$ cat src/rtl/id_ex_pipe.sv
// id_ex_pipe
//
// ID/EX pipeline register for the 5-stage RV32 core, with load-use hazard
// detection folded in. Each rising edge captures the decoded controls,
// operands, immediate and register indices of the instruction in ID. If a
// load in EX writes a register the ID instruction reads, or EX signals a
// taken branch, a bubble is loaded instead.
//
// Ports
//   clk, rst_n             core clock, asynchronous active-low reset
//   id_instruc             instruction word in ID (register indices,
//                          funct3 and funct7[5] are taken from it)
//   id_ALUOp .. id_mem_to_reg
//                          decoder control bits
//   id_pc, id_rs1_data, id_rs2_data, id_imm
//                          PC, register file reads, sign-extended immediate
//   ex_flush               branch taken in EX; squash the ID instruction
//   ex_*                   registered copies presented to the EX stage
//   ex_valid               1 = real instruction in EX, 0 = bubble
//   pc_write, if_id_write  combinational front-end enables (0 = hold)
//   stall_cnt, flush_cnt   saturating counts of stall and flush bubbles

module id_ex_pipe #(
    parameter int XLEN  = 32,
    parameter int CNT_W = 16
) (
    input  logic             clk,
    input  logic             rst_n,

    input  logic [31:0]      id_instruc,
    input  logic [1:0]       id_ALUOp,
    input  logic             id_ALUSrc,
    input  logic             id_branch,
    input  logic             id_mem_read,
    input  logic             id_mem_write,
    input  logic             id_reg_write,
    input  logic             id_mem_to_reg,
    input  logic [XLEN-1:0]  id_pc,
    input  logic [XLEN-1:0]  id_rs1_data,
    input  logic [XLEN-1:0]  id_rs2_data,
    input  logic [XLEN-1:0]  id_imm,
    input  logic             ex_flush,

    output logic [1:0]       ex_ALUOp,
    output logic             ex_ALUSrc,
    output logic             ex_branch,
    output logic             ex_mem_read,
    output logic             ex_mem_write,
    output logic             ex_reg_write,
    output logic             ex_mem_to_reg,
    output logic [XLEN-1:0]  ex_pc,
    output logic [XLEN-1:0]  ex_rs1_data,
    output logic [XLEN-1:0]  ex_rs2_data,
    output logic [XLEN-1:0]  ex_imm,
    output logic [4:0]       ex_rs1,
    output logic [4:0]       ex_rs2,
    output logic [4:0]       ex_rd,
    output logic [2:0]       ex_funct3,
    output logic             ex_funct7b5,
    output logic             ex_valid,

    output logic             pc_write,
    output logic             if_id_write,
    output logic [CNT_W-1:0] stall_cnt,
    output logic [CNT_W-1:0] flush_cnt
);

    localparam logic [6:0] OP_REG    = 7'b0110011;
    localparam logic [6:0] OP_LOAD   = 7'b0000011;
    localparam logic [6:0] OP_STORE  = 7'b0100011;
    localparam logic [6:0] OP_BRANCH = 7'b1100011;
    localparam logic [6:0] OP_IMM    = 7'b0010011;

    localparam logic [CNT_W-1:0] CNT_MAX = '1;
    localparam logic [CNT_W-1:0] CNT_ONE = {{(CNT_W-1){1'b0}}, 1'b1};

    logic [6:0] id_opcode;
    logic [4:0] id_rs1;
    logic [4:0] id_rs2;
    logic [4:0] id_rd;
    logic [2:0] id_funct3;
    logic       id_funct7b5;

    assign id_opcode   = id_instruc[6:0];
    assign id_rd       = id_instruc[11:7];
    assign id_funct3   = id_instruc[14:12];
    assign id_rs1      = id_instruc[19:15];
    assign id_rs2      = id_instruc[24:20];
    assign id_funct7b5 = id_instruc[30];

    // The remaining funct7 bits are decoded upstream and never needed here.
    logic unused_instr_bits;
    assign unused_instr_bits = ^{id_instruc[31], id_instruc[29:25]};

    // Which source fields really are register reads for this opcode. For
    // I-type, LUI, JAL etc. the rs2 (or rs1) field is immediate bits, so a
    // match there must not cause a stall.
    logic uses_rs1;
    logic uses_rs2;

    always_comb begin
        uses_rs1 = 1'b0;
        uses_rs2 = 1'b0;
        case (id_opcode)
            OP_REG, OP_STORE, OP_BRANCH: begin
                uses_rs1 = 1'b1;
                uses_rs2 = 1'b1;
            end
            OP_LOAD, OP_IMM: begin
                uses_rs1 = 1'b1;
            end
            default: begin
                uses_rs1 = 1'b0;
                uses_rs2 = 1'b0;
            end
        endcase
    end

    logic stall;
    logic load_bubble;

    assign stall = ex_valid & ex_mem_read & (ex_rd != 5'd0)
                 & (((ex_rd == id_rs1) & uses_rs1) | ((ex_rd == id_rs2) & uses_rs2));

    assign load_bubble = ex_flush | stall;

    // A taken branch must redirect fetch even if the squashed ID instruction
    // would otherwise have stalled, so flush overrides the hold.
    assign pc_write    = ex_flush | ~stall;
    assign if_id_write = ex_flush | ~stall;

    // Control half of the register. A bubble zeroes every control bit so
    // the slot cannot write memory, the register file, or redirect fetch.
    // mem_to_reg is a don't-care from the decoder whenever reg_write is 0
    // (stores, branches); gating it keeps the EX copy a clean 0.
    always_ff @(posedge clk or negedge rst_n) begin
        if (!rst_n) begin
            ex_valid      <= 1'b0;
            ex_ALUOp      <= 2'b00;
            ex_ALUSrc     <= 1'b0;
            ex_branch     <= 1'b0;
            ex_mem_read   <= 1'b0;
            ex_mem_write  <= 1'b0;
            ex_reg_write  <= 1'b0;
            ex_mem_to_reg <= 1'b0;
        end else if (load_bubble) begin
            ex_valid      <= 1'b0;
            ex_ALUOp      <= 2'b00;
            ex_ALUSrc     <= 1'b0;
            ex_branch     <= 1'b0;
            ex_mem_read   <= 1'b0;
            ex_mem_write  <= 1'b0;
            ex_reg_write  <= 1'b0;
            ex_mem_to_reg <= 1'b0;
        end else begin
            ex_valid      <= 1'b1;
            ex_ALUOp      <= id_ALUOp;
            ex_ALUSrc     <= id_ALUSrc;
            ex_branch     <= id_branch;
            ex_mem_read   <= id_mem_read;
            ex_mem_write  <= id_mem_write;
            ex_reg_write  <= id_reg_write;
            ex_mem_to_reg <= id_mem_to_reg & id_reg_write;
        end
    end

    // Data half of the register. During a bubble nothing downstream looks
    // at these, so they simply hold rather than toggling.
    always_ff @(posedge clk or negedge rst_n) begin
        if (!rst_n) begin
            ex_pc       <= '0;
            ex_rs1_data <= '0;
            ex_rs2_data <= '0;
            ex_imm      <= '0;
            ex_rs1      <= 5'd0;
            ex_rs2      <= 5'd0;
            ex_rd       <= 5'd0;
            ex_funct3   <= 3'd0;
            ex_funct7b5 <= 1'b0;
        end else if (!load_bubble) begin
            ex_pc       <= id_pc;
            ex_rs1_data <= id_rs1_data;
            ex_rs2_data <= id_rs2_data;
            ex_imm      <= id_imm;
            ex_rs1      <= id_rs1;
            ex_rs2      <= id_rs2;
            ex_rd       <= id_rd;
            ex_funct3   <= id_funct3;
            ex_funct7b5 <= id_funct7b5;
        end
    end

    // Bubble statistics. A flush that coincides with a stall is counted only
    // as a flush, since the flush is the reason the slot is empty.
    always_ff @(posedge clk or negedge rst_n) begin
        if (!rst_n) begin
            stall_cnt <= '0;
            flush_cnt <= '0;
        end else if (ex_flush) begin
            if (flush_cnt != CNT_MAX) begin
                flush_cnt <= flush_cnt + CNT_ONE;
            end
        end else if (stall) begin
            if (stall_cnt != CNT_MAX) begin
                stall_cnt <= stall_cnt + CNT_ONE;
            end
        end
    end

endmodule

$ cat config.mk
export PLATFORM = sky130hd
export DESIGN_NAME = id_ex_pipe
export DESIGN_NICKNAME = d
export VERILOG_FILES = /design/src/rtl/id_ex_pipe.sv
export SDC_FILE = /design/constraint.sdc
export NUM_CORES = 1
export LEC_CHECK = 0
export ABC_CLOCK_PERIOD_IN_PS = 2500
export CAP_MARGIN = 40
export CORE_UTILIZATION = 42
export CTS_CLUSTER_DIAMETER = 120
export DETAILED_ROUTE_END_ITERATION = 10
export PLACE_DENSITY = 0.81
export SLEW_MARGIN = 20
export SYNTH_ARGS = -nofsm -noshare
export SYNTH_HDL_FRONTEND = slang
export SYNTH_SLANG_ARGS = --single-unit
$ cat constraint.sdc
create_clock -name clk -period 2.5 [get_ports clk]
set_input_delay 0.625 -clock clk [delete_from_list [all_inputs] [get_ports clk]]
set_output_delay 0.625 -clock clk [all_outputs]
set_load 0.02 [all_outputs]
==> summary.txt <==
mux contribution to synthesized area = 27.2%
Root Buffer = clkbuf_16
most frequent cells in the layout = 334 x clkdlybuf4s50_1, 187 x dfrtp_1, 132 x mux2_4
clk_lat worst skew = 0.42 ns
Worst EP arrival = 1.84 ns
LEAKAGE = 0.00585 µW
Crit Path Category = input port to output port
Layout area overhead = 61.6%
share of cells above drive strength 1 = 28.0%
final hold violations = 0
Sw Ratio = 26.2%
DP Worst Slack = -0.729 ns
die width = 141 µm
Synth async-reset ratio = 100%
Worst-path clk slew = 0.07 ns
switching pwr = 2260 µW
Synth Warn # = 0
core footprint = 0.0188 mm²
most common cell after layout, fill and taps aside = clkdlybuf4s50_1
cts hold-fix bufs = 0
Netlist cell types = 31
critical path's most frequent cell = buf_6
status = finished, final reports clean
final period utilization = 98.7%
critical path's largest stage delay = 0.33 ns
Max Root-Sink Buffers = 2
power share of the clock group = 34.3%
Post-DP HPWL = 15.4 mm
fin crit period = 2.47 ns
Cell Int Power = 6370 µW
placed inst area = 0.0120 mm²
Post-Syn Area per Cell = 16.7 µm²
min setup slack post-route = 0.0316 ns
R2R depth = 13
fin cells = 1,139
max-cap violation count = 0
Slew headroom = 70.0%
register share of total power = 41.3%
Synth Area in XOR/XNOR = 4.02%
Compound-Gate Fraction of Synth Area = 0.698%
RSZ-0062 raised after global routing = true
row count = 50
Placed Cells = 1,089
final instance area = 0.0130 mm²
Antenna diodes = 0
register area share after synthesis = 58.4%
Layout Nets = 1,067
CTS tree = yes
DRC = 0
DIE HEIGHT = 141 µm
Worst Clk Skew = 0.0103 ns
count of buffers from port buffering = 354
synthesis-stage register bit count = 188
Post-DRT Antenna Nets = 0
largest net degree at the start of global routing = 54
Initial DRC Count = 158
post-synthesis simple-gate area fraction = 5.51%
cts bufs inserted = 17
Synth Instances = 484
cell area after synthesis = 0.00806 mm²
EDFF count, synth = 0
drt wl/cell = 18.7 µm
Tot Pwr = 8630 µW
worst-path maximum fanout = 2
worst vdd ir = 0.450 mV
vias in the first global route = 5,955
Slew Limit Fails = 0
Hold/Removal Path Class = input port to async pin
cell at the slowest stage of the critical path = a2111oi_4
max frequency = 0.405 GHz
crit path cell chain = dlygate4sd2_1 > a2111oi_4 > nand2_2 > buf_6 > nor3_4 > inv_2 > buf_6
initial antenna violation count = 0
Initial Util = 43.0%
syn nets = 657
num ports = 361
DR vias/cell = 4.88
GPL Wtd Cong = 0.853
Worst Path Required = 1.88 ns
hold_ws = 0.163 ns
global-route usage over all layers = 21.7%
total grt overflow = 0
post-synthesis adder-cell area fraction = 0.310%
# H-tree levels = 4
die area = 0.0198 mm²
CP endpoint kind = output port
Combinational Power Share = 24.4%
type of element launching the critical path = input port
Pre-antenna DRT Iters = 4
first-pass GRT wire length = 32.7 mm
ys flop type = dfrtp_1
PwrDens = 663 mW/mm²
Vias = 5,555
Sink Count = 188
WL final = 21.2 mm
worst slew pin tran = 0.451 ns
Final setup viols = 0
largest family of logic cells by synthesized area = multiplexers
stage by stage:
stage	util [%]	setup TNS (ns)
final	69.4	0
after global routing	69.4	-0.182
after CTS	68.9	0
after detailed placement	64.2	-51.30
after global placement	64.2	-44.94
after floorplan	-	0
worst paths after layout:
path | from | end | slack [ns]
setup / recovery | id_instruc[6] | if_id_write | 0.03
hold / removal | rst_n | flush_cnt[8] | 0.16
setup reg to reg | ex_rd[1] | ex_pc[1] | 0.07
hold reg to reg | flush_cnt[15] | flush_cnt[15] | 0.50
max in group asynchronous | rst_n | ex_rs2_data[27] | 1.65
min in group clk | flush_cnt[15] | flush_cnt[15] | 0.50
layer usage:
metal	GRT usage (%)	routed length, µm
met1	25.8	8460
met3	6.29	1580
met4	8.41	483
met5	0	0
met2	37.1	10700
final cells by class:
type	count	area (µm²)
clock buffers	18	429
clock inverters	12	209
fillers	1285	5740
inverters	2	7.51
multi-input cells	274	3080
flip-flops and latches	188	4710
well taps	234	293
repair buffers	411	4310
critical path, delay by kind of cell:
kind            cells  cell delay (ns)
compound gates      1             0.33
buf+inv             4             0.60
simple gates        2             0.28
repair_timing:
action	in CTS	in global routing
endpoints found under the setup margin	2	72
setup buffers	13	5
resized for setup	62	5
pin swaps	11	2
gates cloned	4	1
cell families after synthesis:
family | Yosys count
XOR/XNOR | 37
adder cells (fa/ha/maj) | 2
AO/OA/AOI/OAI | 5
AND/OR/NAND/NOR | 79
flip-flops | 188
multiplexers | 151
buffers and inverters | 22
Yosys cell counts (6+ instances only):
library cell	count	area, µm²
and3_1	10	62.6
mux2_4	132	1980
nand3_1	11	55.1
nand2_1	12	45.0
buf_12	11	220
nor2_1	10	37.5
buf_6	6	67.6
and2_1	8	50.1
mux2_2	18	203
dfrtp_1	188	4700
xnor2_1	31	272
xor2_1	6	52.6
nand4_1	14	87.6
power by group through the flow:
stage	Combinational [µW]	Clock [µW]	Sequential, µW
global route	2220	3170	3600
CTS	2120	3040	3570
finish	2110	2960	3560
floorplan	605	0	3970
global placement	2030	0	3610
detailed placement	2070	0	3620
Power figures use the tool's default switching activity.
